## src/rtl/fphub_dec_if.sv

```systemverilog
// Valid/ready word channel between the FPHUB decoder and its neighbours.
interface fphub_dec_if #(
  parameter int W = 32
) ();
  logic         valid;
  logic         ready;
  logic [W-1:0] data;

  modport master (output valid, output data, input ready);
  modport slave  (input valid, input data, output ready);
endinterface

```

## src/rtl/fphub_to_ieee_converter.sv

```systemverilog
// FPHUB -> IEEE-754 decoder, 2-stage valid/ready pipeline, latency 2, 1 word/cycle, stalls hold both stages.
// Optional out_status_o {overflow, inexact, invalid} under `FPHUB_DEC_STATUS_EN.
module fphub_to_ieee_converter #(
  parameter int M = 23,
  parameter int E = 8
) (
  input  logic         clk,
  input  logic         rst,
  fphub_dec_if.slave   in_i,
  fphub_dec_if.master  out_o
`ifdef FPHUB_DEC_STATUS_EN
  ,
  output logic [2:0]   out_status_o
`endif
);

  localparam int W = E + M + 1;

  typedef enum logic [1:0] {CLS_ZERO, CLS_INF, CLS_NAN, CLS_NORM} cls_e;

  logic         v1_q, v1_d, v2_q, v2_d;
  logic         load1, load2;
  logic         s1_sign_q;
  logic [E-1:0] s1_exp_q;
  logic [M-1:0] s1_man_q;
  cls_e         s1_cls_q, cls_d;
  logic [W-1:0] res_q, res_d;
  logic [M:0]   man_sum;
  logic [E:0]   exp_inc;
  logic [E-1:0] in_exp;
  logic [M-1:0] in_man;

  assign load2      = !v2_q || out_o.ready;
  assign load1      = !v1_q || load2;
  assign in_i.ready = load1;
  assign out_o.valid = v2_q;
  assign out_o.data  = res_q;

  assign v1_d = load1 ? in_i.valid : v1_q;
  assign v2_d = load2 ? v1_q : v2_q;

  assign in_exp = in_i.data[W-2:M];
  assign in_man = in_i.data[M-1:0];

  always_comb begin
    cls_d = CLS_NORM;
    if (in_exp == '0)
      cls_d = CLS_ZERO;
    else if (&in_exp)
      cls_d = (|in_man) ? CLS_NAN : CLS_INF;
  end

  // HUB value sits exactly on the tie; m[0] decides the even neighbour.
  assign man_sum = {1'b0, s1_man_q} + {{M{1'b0}}, 1'b1};
  assign exp_inc = {1'b0, s1_exp_q} + {{E{1'b0}}, 1'b1};

  always_comb begin
    res_d = '0;
    case (s1_cls_q)
      CLS_ZERO: res_d = {s1_sign_q, {E{1'b0}}, {M{1'b0}}};
      CLS_INF:  res_d = {s1_sign_q, {E{1'b1}}, {M{1'b0}}};
      CLS_NAN:  res_d = {1'b0, {E{1'b1}}, 1'b1, {(M-1){1'b0}}};
      default: begin
        if (!s1_man_q[0])
          res_d = {s1_sign_q, s1_exp_q, s1_man_q};
        else if (!man_sum[M])
          res_d = {s1_sign_q, s1_exp_q, man_sum[M-1:0]};
        else if (exp_inc == {1'b0, {E{1'b1}}})
          res_d = {s1_sign_q, {E{1'b1}}, {M{1'b0}}};
        else
          res_d = {s1_sign_q, exp_inc[E-1:0], {M{1'b0}}};
      end
    endcase
  end

  always_ff @(posedge clk) begin
    if (rst) begin
      v1_q      <= 1'b0;
      v2_q      <= 1'b0;
      s1_sign_q <= 1'b0;
      s1_exp_q  <= '0;
      s1_man_q  <= '0;
      s1_cls_q  <= CLS_ZERO;
      res_q     <= '0;
    end else begin
      v1_q <= v1_d;
      v2_q <= v2_d;
      if (load1 && in_i.valid) begin
        s1_sign_q <= in_i.data[W-1];
        s1_exp_q  <= in_exp;
        s1_man_q  <= in_man;
        s1_cls_q  <= cls_d;
      end
      if (load2 && v1_q)
        res_q <= res_d;
    end
  end

`ifdef FPHUB_DEC_STATUS_EN
  logic [2:0] status_q, status_d;
  logic       ovf_d;

  assign ovf_d = (s1_cls_q == CLS_NORM) && s1_man_q[0] && man_sum[M] &&
                 (exp_inc == {1'b0, {E{1'b1}}});
  assign status_d = {ovf_d, (s1_cls_q == CLS_NORM), (s1_cls_q == CLS_NAN)};
  assign out_status_o = status_q;

  always_ff @(posedge clk) begin
    if (rst)
      status_q <= 3'b000;
    else if (load2 && v1_q)
      status_q <= status_d;
  end
`endif

endmodule

```

## src/flat_wrapper.sv

```systemverilog
// flat-port wrapper written by rule: the top's interface ports become plain ports
module fphub_to_ieee_converter_flat 
#(
  parameter int M = 23,
  parameter int E = 8
)
  (clk, rst, in_i_valid, in_i_data, in_i_ready, out_o_valid, out_o_data, out_o_ready);
  fphub_dec_if #(.W(32)) in_i_i ();
  fphub_dec_if #(.W(32)) out_o_i ();
  input  logic clk;
  input  logic rst;
  input wire logic [$bits(in_i_i.valid)-1:0] in_i_valid;
  input wire logic [$bits(in_i_i.data)-1:0] in_i_data;
  output wire logic [$bits(in_i_i.ready)-1:0] in_i_ready;
  output wire logic [$bits(out_o_i.valid)-1:0] out_o_valid;
  output wire logic [$bits(out_o_i.data)-1:0] out_o_data;
  input wire logic [$bits(out_o_i.ready)-1:0] out_o_ready;
  assign in_i_i.valid = in_i_valid;
  assign in_i_i.data = in_i_data;
  assign in_i_ready = in_i_i.ready;
  assign out_o_valid = out_o_i.valid;
  assign out_o_data = out_o_i.data;
  assign out_o_i.ready = out_o_ready;
  fphub_to_ieee_converter #(.M(M), .E(E)) u_core (.clk(clk), .rst(rst), .in_i(in_i_i), .out_o(out_o_i));
endmodule
```

## config.mk

```make
export PLATFORM = sky130hd
export DESIGN_NAME = fphub_to_ieee_converter_flat
export DESIGN_NICKNAME = d
export VERILOG_FILES = /design/src/rtl/fphub_dec_if.sv /design/src/rtl/fphub_to_ieee_converter.sv /design/src/flat_wrapper.sv
export SDC_FILE = /design/constraint.sdc
export NUM_CORES = 1
export LEC_CHECK = 0
export ABC_CLOCK_PERIOD_IN_PS = 2000
export CAP_MARGIN = 20
export CORE_MARGIN = 5
export CORE_UTILIZATION = 45
export CTS_BUF_LIST = sky130_fd_sc_hd__clkbuf_8
export DETAILED_ROUTE_END_ITERATION = 6
export GPL_TIMING_DRIVEN = 0
export PLACE_DENSITY = 0.72
export SLEW_MARGIN = 40
export SYNTH_ARGS = -nofsm -noshare
export SYNTH_HDL_FRONTEND = slang
export SYNTH_SLANG_ARGS = --single-unit
```

## constraint.sdc

```tcl
create_clock -name clk -period 2 [get_ports clk]
set_input_delay 0.6 -clock clk [delete_from_list [all_inputs] [get_ports clk]]
set_output_delay 0.6 -clock clk [all_outputs]
set_load 0.01 [all_outputs]
```

==> metrics.txt, run 1 <==
IO Port Bufs 69; Crit Reg-Reg Endpoint u_core.out_o.data[1]$_SDFFE_PP0P_; CTS buffer count 9; Post-synth EDFFs 0; number of diodes 0; top-count cell post-synth nand2_1; Async SR Flop Fraction 0%; final hold violation count 0; area leader, netlist dfxtp_1; initial antenna violation count 0; worst vdd ir 0.345 mV; CTS tree yes; Tcrit/Tclk final between 90% and 100%; Crit path arrival time 2200 ps; Slew Limit Fails 0; Total GRT Usage 19.8%; total wire length between 8 and 9 mm; vias in the first global route 3011; RD Place Congestion roughly 0.89; register share of total power between 40% and 50%; Lkg Pwr 1.68 nW; Clk pin slew, worst setup/hold paths 70 ps; Worst setup endpoint u_core.out_o.data[1]$_SDFFE_PP0P_; ys flop type dfxtp_1; P_int approximately 2.5 mW; Startpoint Class flip-flop; Clk pwr share 44.0%; internal reg-to-reg setup slack 30 ps; status completed; Max Cap Violations 0; critical-path cell list nand4_2 > nor4_2 > nand2_1 > a31oi_1 > o21ai_0; final core occ 62.3%; TritonRoute pass-1 iters 5; power per standard cell area 727 mW/mm^2; Seq cells post-synth 68; site row count 31; Hold WC Path Type flip-flop to flip-flop; non-filler cells, final 600; die area 0.00927 mm^2; I/O Pins 70; worst slew pin tran 604 ps; Sink Count 68; Ys Warns 0; DR iter-0 viols 169; Net Sw Frac around 24%; Hold Slack 447 ps; syn_nets 458; share of cells above drive strength 1 12.8%; Initial Utilization 46.2%; Root Buffer clkbuf_8; post-route antenna net violation count 0; global-route wire length before repair 14.1 mm; DRC viols 0; via count approximately 3200; gr ovfl total 0; area added between synthesis and finish 34.9%; Clock Latency Late Sink 350 ps; nets 539; sequential fraction of the synthesis area between 40% and 50%; hpwl dp between 6 and 7 mm; share of the synthesized area in the top cell type 40.6%; Final Power 3.28 mW; Hold-fix buffers, CTS 0; DP Cell Count 583; Post-Syn Instances a little over 400; Worst R2R Path Depth 5; WS Path Type flip-flop to flip-flop; post-DR wirelength/cell 14.6 um; Slew headroom 59.4%; Final Skew ~5.2 ps; CP required 2230 ps; RR Startpoint u_core.s1_man_q[11]$_SDFFE_PP0P_; Core Area 0.00725 mm^2; H-tree Lvls 3; Largest stage delay, worst path 560 ps; Vias/cell 5.33; distinct cell type count after synthesis 50; minimum clock period 1970 ps; Netlist Area Pre-Place 0.00335 mm^2; pin count of the biggest net entering global routing 13; CP Capture Type flip-flop; worst setup path startpoint u_core.s1_man_q[11]$_SDFFE_PP0P_; Synth area leaders dfxtp_1 (41%), nand2_1 (11%), a21oi_1 (6.4%); Avg Cell Area, Syn 8.07 um^2; chip width between 90 and 100 um; worst-case clock buffer depth 2; Synth top cells by count nand2_1 (95), dfxtp_1 (68), a21oi_1 (43), nor2_1 (22), xor2_1 (18); RSZ-0062 raised after global routing true; f_max between 0.5 and 0.6 GHz; power share of the combinational group 10.9%; Setup violations, final 0; CP Max Fanout 7; Die H 96.3 um; Sw Pwr 0.795 mW; critical path's slowest cell nor4_2
registers in the layout (all words and copies together) (netlist names):
signal / count
u_core.s1_exp_q: 8
u_core.s1_man_q: 23
u_core.s1_sign_q: 1
u_core.out_o.data: 32
u_core.s1_cls_q: 2
u_core.v1_q: 1
u_core.out_o.valid: 1
metal layers:
| metal | share of wire [%] | track usage (%) | vias to the layer above |
|---|---|---|---|
| met1 | 46 | 25.6 | 1479 |
| met2 | 47 | 31.7 | 86 |
| met3 | 6.3 | 4.61 | 10 |
| met5 | 0 | 0 | - |
| met4 | 1.4 | 7.58 | 0 |
| li1 | - | - | 1621 |
cell families (layout without fill, tap and decap cells):
logic type	after synthesis	in the layout	synth area share [%]
adders and majority gates	7	7	2.61
and+or+nand+nor	194	194	30.2
xor gates and xnor gates	24	24	6.28
DFF	68	68	40.6
buffers and inverters	30	116	3.51
AOI/OAI and AO/OA	92	92	16.7
cell usage in the layout, fill, tap and decap left out, types with 5 or more instances in the layout:
cell             count
o21ai_1             10
inv_1               10
a22oi_1              9
a21oi_1             42
nor2_1              21
nand3_1             11
xnor2_1              6
o21ai_0              5
o211ai_1             5
buf_4                5
a31oi_1              5
clkbuf_2            10
nand2_1             95
dfxtp_1             68
ha_1                 7
clkbuf_8            11
xor2_1              18
nand2b_1             5
clkdlybuf4s50_1     64
nor4_1               8
nand4_1             11
worst min path at each step:
stage	startpoint	end	slack [ps]	depth (start not counted)
after detailed placement	u_core.out_o.data[0]$_SDFFE_PP0P_	u_core.out_o.data[0]$_SDFFE_PP0P_	440	1
final	u_core.out_o.data[21]$_SDFFE_PP0P_	u_core.out_o.data[21]$_SDFFE_PP0P_	450	2
after floorplan	u_core.s1_sign_q$_SDFFE_PP0P_	u_core.s1_sign_q$_SDFFE_PP0P_	430	2
after global placement	u_core.out_o.data[16]$_SDFFE_PP0P_	u_core.out_o.data[16]$_SDFFE_PP0P_	440	2
after CTS	u_core.out_o.data[12]$_SDFFE_PP0P_	u_core.out_o.data[12]$_SDFFE_PP0P_	450	2
after global routing	u_core.out_o.data[21]$_SDFFE_PP0P_	u_core.out_o.data[21]$_SDFFE_PP0P_	470	2
power by group through the flow:
stage	clock, mW	combinational [mW]	sequential (mW)
6_report	1.44	0.358	1.48
5_1_grt	1.53	0.397	1.49
4_1_cts	1.47	0.358	1.47
3_5_place_dp	0	0.347	1.51
3_3_place_gp	0	0.343	1.50
2_1_floorplan	0	0.177	1.50
stage by stage:
step	setup TNS, ps	cell area (um^2)	worst slack [ps]
after CTS	0	4490	14.7
after detailed placement	-32610	4160	-765
after global routing	-452	4520	-74.6
after global placement	-31650	4160	-741
after floorplan	0	3350	142
final	0	4520	26.3
worst max-delay path, delay by kind of cell (launching register included):
kind             cells  cell delay [ps]
AND/OR/NAND/NOR      3              950
AO/OA/AOI/OAI        2              420
flip-flops           1              470
timing repair:
item | CTS | global route
pin swaps | 3 | 5
endpoints found under the setup margin | 42 | 54
gates resized for setup | 20 | 23
setup buffers | 4 | 0
layout make-up:
type | count | area [um^2]
clock inverter | 5 | 106
tap | 99 | 124
clock buffer | 11 | 151
multi-input combinational | 317 | 1930
sequential | 68 | 1360
fill | 659 | 2740
inverter | 10 | 37.5
buffer | 17 | 82.6
timing repair buffer | 73 | 722
No activity file was read; power rests on OpenSTA's default activity.
==> run 2, diff against run 1 <==
--- a/config.mk
+++ b/config.mk
@@ -7,9 +7,10 @@
 export LEC_CHECK = 0
 export ABC_CLOCK_PERIOD_IN_PS = 2000
 export CAP_MARGIN = 20
-export CORE_MARGIN = 5
+export CORE_MARGIN = 2
 export CORE_UTILIZATION = 45
-export CTS_BUF_LIST = sky130_fd_sc_hd__clkbuf_8
+export CTS_BUF_LIST = sky130_fd_sc_hd__clkbuf_16
+export CTS_CLUSTER_DIAMETER = 60
 export DETAILED_ROUTE_END_ITERATION = 6
 export GPL_TIMING_DRIVEN = 0
 export PLACE_DENSITY = 0.72
==> metrics.txt, run 2 (synthesis gave the netlist of run 1 again) <==
status completed; Worst R2R Path Depth 6 (+1); TritonRoute pass-1 iters 5 (unchanged); placed inst area 0.00416 mm^2 (unchanged); via count 3288 (+2.9%); vias in the first global route 3032 (+0.70%); CP bufs+invs 4 (+4); worst slew pin tran 542 ps (-62.1 ps); CTS tree yes; RR Startpoint u_core.s1_man_q[4]$_SDFFE_PP0P_; Clk pin slew, worst setup/hold paths 60 ps (about the same); CTS buffer count 9 (unchanged); IO Port Bufs 69 (unchanged); internal reg-to-reg setup slack 120 ps (+90 ps); CP Capture Type flip-flop; Hold WC Path Type flip-flop to flip-flop; minimum clock period 1930 ps (-39.7 ps); Vias/cell 5.48 (+2.9%); CP Max Fanout 10 (+3); commonest non-fill, non-tap cells in the layout nand2_1 (95), dfxtp_1 (67), clkdlybuf4s50_1 (63), a21oi_1 (42), nor2_1 (20); f_max 0.517 GHz (+2.1%); Initial Utilization 46.4% (+0.25 points); WS Path Type input port to flip-flop; HP Start u_core.out_o.data[12]$_SDFFE_PP0P_; final hold violation count 0 (unchanged); nets 539 (unchanged); commonest non-fill, non-tap cell in the layout nand2_1; non-filler cells, final 600 (unchanged); area added between synthesis and finish 35.5%; chip width 90.3 um (-6.2%); Crit path arrival time 2150 ps (-50 ps); hpwl dp 6.37 mm (-2.5%); Die H 90.3 um (-6.2%); Hold-fix buffers, CTS 0 (unchanged); Largest stage delay, worst path 620 ps (+60 ps); DR iter-0 viols 222 (+31%); share of cells above drive strength 1 12.6% (-0.20 points); Lkg Pwr 1.67 nW (-0.12%); global-route wire length before repair 14.8 mm (+4.7%); initial antenna violation count 0 (unchanged); gr ovfl total 0 (unchanged); Total GRT Usage 22.2% (+2.4 points); RD Place Congestion 0.898 (+0.89%); Worst Hold End u_core.out_o.data[12]$_SDFFE_PP0P_; critical-path cell list clkdlybuf4s50_1 > clkbuf_4 > buf_2 > buf_2 > nor2_1; pin count of the biggest net entering global routing 14 (+1); Tcrit/Tclk final 96.7% (-2.0 points); Setup violations, final 0 (unchanged); H-tree Lvls 3 (unchanged); hold path depth 2 (unchanged); DRC viols 0 (unchanged); Startpoint Class input port; Final Skew 6.80 ps (+1.60 ps); worst-case clock buffer depth 2 (unchanged); power per standard cell area 730 mW/mm^2 (+0.48%); Slew headroom 63.9% (+4.5 points); Clock Latency Late Sink 330 ps (-20 ps); critical path's slowest cell clkdlybuf4s50_1; cell family with most CP delay buffers and inverters; post-route cell area 0.00454 mm^2 (+0.47%); post-route antenna net violation count 0 (unchanged); Root Buffer clkbuf_16; Crit Reg-Reg Endpoint u_core.out_o.data[1]$_SDFFE_PP0P_; number of diodes 0 (unchanged); total wire length 8.85 mm (+1.4%); Slew Limit Fails 0 (unchanged); I/O Pins 70 (unchanged); die area 0.00815 mm^2 (-12%); fill count 654 (-0.76%); Sink Count 68 (unchanged); post-DR wirelength/cell 14.8 um (+1.4%); DP Cell Count 583 (unchanged); worst setup path startpoint rst; Max Cap Violations 0 (unchanged); worst vdd ir 0.422 mV (+22%); site row count 31 (unchanged); max reg flops 32 (unchanged); most used cell, CP buf_2; Core Area 0.00721 mm^2 (-0.53%); CP required 2210 ps (-20 ps)
run 2: cell count changes in the layout (fill, tap and decap cells not counted), moves of 2 or more:
cell / before / now
or2_4: 2 / 0
clkinv_4: 0 / 2
clkbuf_16: 0 / 9
nor2_2: 3 / 1
clkinv_2: 0 / 2
clkbuf_2: 10 / 8
dlygate4sd2_1: 1 / 4
bufinv_16: 3 / 0
or2_2: 3 / 5
clkbuf_8: 11 / 0
dlymetal6s2s_1: 3 / 1
nor2_4: 0 / 3
run 2: power breakdown:
part / switching, mW / internal (mW)
Clock: 0.632 / 0.842
Combinational: 0.186 / 0.173
Sequential: 0.0676 / 1.41
Total: 0.886 / 2.43
run 2: metrics by stage:
stage	setup slack (ps)	util, %	hold WS, ps	power [mW]	TNS (ps)
final	66.0	62.9	443	3.31	0
after detailed placement	-821	57.7	440	1.86	-34450
after global placement	-779	57.7	439	1.85	-32870
after floorplan	142	-	433	1.68	0
after CTS	14.1	62.2	448	3.31	0
after global routing	-10.7	62.9	475	3.42	-10.7
run 2: worst max path at each step:
stage	cells past startpoint	slack [ps]	endpoint
finish	5	70	u_core.out_o.data[8]$_SDFFE_PP0P_
floorplan	7	140	u_core.out_o.data[27]$_SDFFE_PP0P_
CTS	6	10	u_core.s1_cls_q[1]$_SDFFE_PP0P_
global placement	5	-780	u_core.out_o.data[2]$_SDFFE_PP0P_
detailed placement	5	-820	u_core.s1_cls_q[1]$_SDFFE_PP0P_
global route	6	-10	u_core.s1_cls_q[1]$_SDFFE_PP0P_
run 2: final cells by class:
cell class / instances / area, um^2 / area share [%]
Buffer: 18 / 91.3 / 2.01
Tap cell: 99 / 124 / 2.73
Sequential cell: 68 / 1360 / 30.0
Inverter: 10 / 37.5 / 0.827
Clock inverter: 7 / 51.3 / 1.13
Multi-Input combinational cell: 317 / 1940 / 42.8
Clock buffer: 9 / 225 / 4.96
Timing Repair Buffer: 72 / 706 / 15.6
run 2: worst reg2reg max path, cell delays in order (launching register included):
cell and delay (ps):
dfxtp_1 450, nand4_4 260, nor4_4 310, buf_4 200
nand2_1 120, a31oi_1 320, o21ai_0 110
run 2: per-layer routing:
layer  vias to the layer above  share of wire [%]  global-route usage (%)
met5                         -                  0                       0
met4                         0                2.2                    9.74
met3                        17                6.3                    4.01
met2                       120                 45                    34.1
met1                      1520                 46                    30.6
li1                       1631                  -                       -
run 2: repair_timing:
item,CTS,global route
endpoints found under the setup margin,44,48
pin swaps,3,3
gates resized for setup,20,25
setup buffers,3,0
==> run 3, diff against run 2 <==
--- a/config.mk
+++ b/config.mk
@@ -8,12 +8,12 @@
 export ABC_CLOCK_PERIOD_IN_PS = 2000
 export CAP_MARGIN = 20
 export CORE_MARGIN = 2
-export CORE_UTILIZATION = 45
+export CORE_UTILIZATION = 51
 export CTS_BUF_LIST = sky130_fd_sc_hd__clkbuf_16
 export CTS_CLUSTER_DIAMETER = 60
 export DETAILED_ROUTE_END_ITERATION = 6
 export GPL_TIMING_DRIVEN = 0
-export PLACE_DENSITY = 0.72
+export PLACE_DENSITY = 0.8
 export SLEW_MARGIN = 40
 export SYNTH_ARGS = -nofsm -noshare
 export SYNTH_HDL_FRONTEND = slang
==> metrics.txt, run 3 (synthesis gave the netlist of run 1 again) <==
status completed; PnR worst setup slack 69.0 ps (+3.07 ps); vias in the first global route 3053 (+0.69%); TritonRoute pass-1 iters 5 (unchanged); placed inst area 0.00414 mm^2 (-0.66%); setup TNS 0 ps (unchanged); RD Place Congestion 0.918 (+2.2%); Max Cap Violations 0 (unchanged); gr ovfl total 0 (unchanged); Core Area 0.00635 mm^2 (-12%); final core occ 71.6% (+8.7 points); worst slack, placed -755 ps (+65.6 ps); Lkg Pwr 1.71 nW (+2.0%); power per standard cell area 739 mW/mm^2 (+1.2%); CTS tree yes; commonest non-fill, non-tap cell in the layout nand2_1; via count 3371 (+2.5%); Hold Slack 451 ps (+7.43 ps); Vias/cell 5.79 (+5.7%); IO Port Bufs 69 (unchanged); Final Skew 5.89 ps (-0.917 ps); max reg flops 32 (unchanged); initial antenna violation count 0 (unchanged); fill count 513 (-22%); final hold violation count 0 (unchanged); Initial Utilization 52.7% (+6.3 points); H-tree Lvls 3 (unchanged); nets 543 (+0.74%); worst vdd ir 0.507 mV (+20%); post-route cell area 0.00454 mm^2 (+0.14%); Total GRT Usage 25.1% (+2.9 points); I/O Pins 70 (unchanged); DP Cell Count 561 (-3.8%); CTS buffer count 9 (unchanged); Setup violations, final 0 (unchanged); worst-case clock buffer depth 2 (unchanged); Hold-fix buffers, CTS 0 (unchanged); RR Startpoint u_core.s1_man_q[11]$_SDFFE_PP0P_; hpwl dp 6.34 mm (-0.52%); Startpoint Class input port; Root Buffer clkbuf_16; Crit path arrival time 2140 ps (about the same); pin count of the biggest net entering global routing 12 (-2); HP Start u_core.out_o.data[18]$_SDFFE_PP0P_; share of cells above drive strength 1 13.1% (+0.49 points); chip width 85.0 um (-5.8%); Hold WC Path Type flip-flop to flip-flop; post-DR wirelength/cell 15.6 um (+5.7%); CP Max Fanout 2 (-8); worst slew pin tran 539 ps (-2.67 ps); site row count 29 (-6.5%); Largest stage delay, worst path 450 ps (-170 ps); Die H 85.0 um (-5.8%); total wire length 9.08 mm (+2.5%); critical path's slowest cell clkdlybuf4s50_1; area added between synthesis and finish 35.7%; non-filler cells, final 582 (-3.0%); Clock Latency Late Sink 330 ps (about the same); Clk pin slew, worst setup/hold paths 60 ps (about the same); Slew headroom 64.1% (+0.18 points); DRC viols 0 (unchanged); number of diodes 0 (unchanged); worst setup path startpoint in_i_data[22]; Final Power 3.36 mW (+1.4%); critical-path cell list clkdlybuf4s50_1 > nor4_2 > nand4_1 > or3_1 > a22oi_1 > nor2_1; Tcrit/Tclk final 96.5% (-0.15 points); minimum clock period 1930 ps (-3.07 ps); Sink Count 68 (unchanged); WS Path Type input port to flip-flop; CP Capture Type flip-flop; CP required 2210 ps (about the same); post-route antenna net violation count 0 (unchanged); f_max 0.518 GHz (+0.16%); global-route wire length before repair 14.5 mm (-1.8%); DR iter-0 viols 370 (+67%); Slew Limit Fails 0 (unchanged); die area 0.00723 mm^2 (-11%); commonest non-fill, non-tap cells in the layout nand2_1 (94), clkdlybuf4s50_1 (67), dfxtp_1 (66), a21oi_1 (42), nor2_1 (20)
-- run 3: cell types whose count changed in the layout (fill, tap and decap cells not counted), moves of 2 or more --
cell and delta:
clkinv_1 +2, or2_4 +2, nor2_4 -2, nor2_2 +2
or2_2 -2, dlygate4sd2_1 -4, clkinv_4 -2, buf_4 +4
clkdlybuf4s50_1 +4
-- run 3: path summary, 6_finish.rpt --
kind                                                           end  slack [ps]  depth (start not counted)
worst max-delay path               u_core.s1_cls_q[1]$_SDFFE_PP0P_          70                          6
worst max register to register  u_core.out_o.data[26]$_SDFFE_PP0P_         100                          5
worst min-delay path            u_core.out_o.data[18]$_SDFFE_PP0P_         450                          2
worst min register to register  u_core.out_o.data[18]$_SDFFE_PP0P_         450                          2
-- run 3: cell type report --
class	count	area, um^2	share of cell area (%)
clock inverters	7	58.8	1.29
flip-flops and latches	68	1360	30.0
plain buffers	17	85.1	1.87
well taps	77	96.3	2.12
clock buffers	9	225	4.96
repair buffers	77	748	16.5
multi-input cells	317	1930	42.5
inverters	10	37.5	0.826
-- run 3: layer usage --
metal	track usage (%)	wire (um)	vias to the layer above
met5	0	0	-
met4	11.4	199	0
met3	4.96	652	22
met2	40.5	4330	158
met1	32.6	3890	1559
li1	-	-	1632
-- run 3: timing repair --
action | 4_1_cts | 5_1_grt
pin swaps | 1 | 0
setup buffers | 7 | 1
setup endpoints to repair | 42 | 56
resized for setup | 19 | 25
-- run 3: where the power goes --
part / switching (mW) / internal (mW)
sequential: 0.0720 / 1.41
combinational: 0.184 / 0.179
clock: 0.564 / 0.946
-- run 3: critical path: cells and delay by family --
family | cells | cell delay (ps)
buffers and inverters | 1 | 450
AND/OR/NAND/NOR | 4 | 940
AO/OA/AOI/OAI | 1 | 160
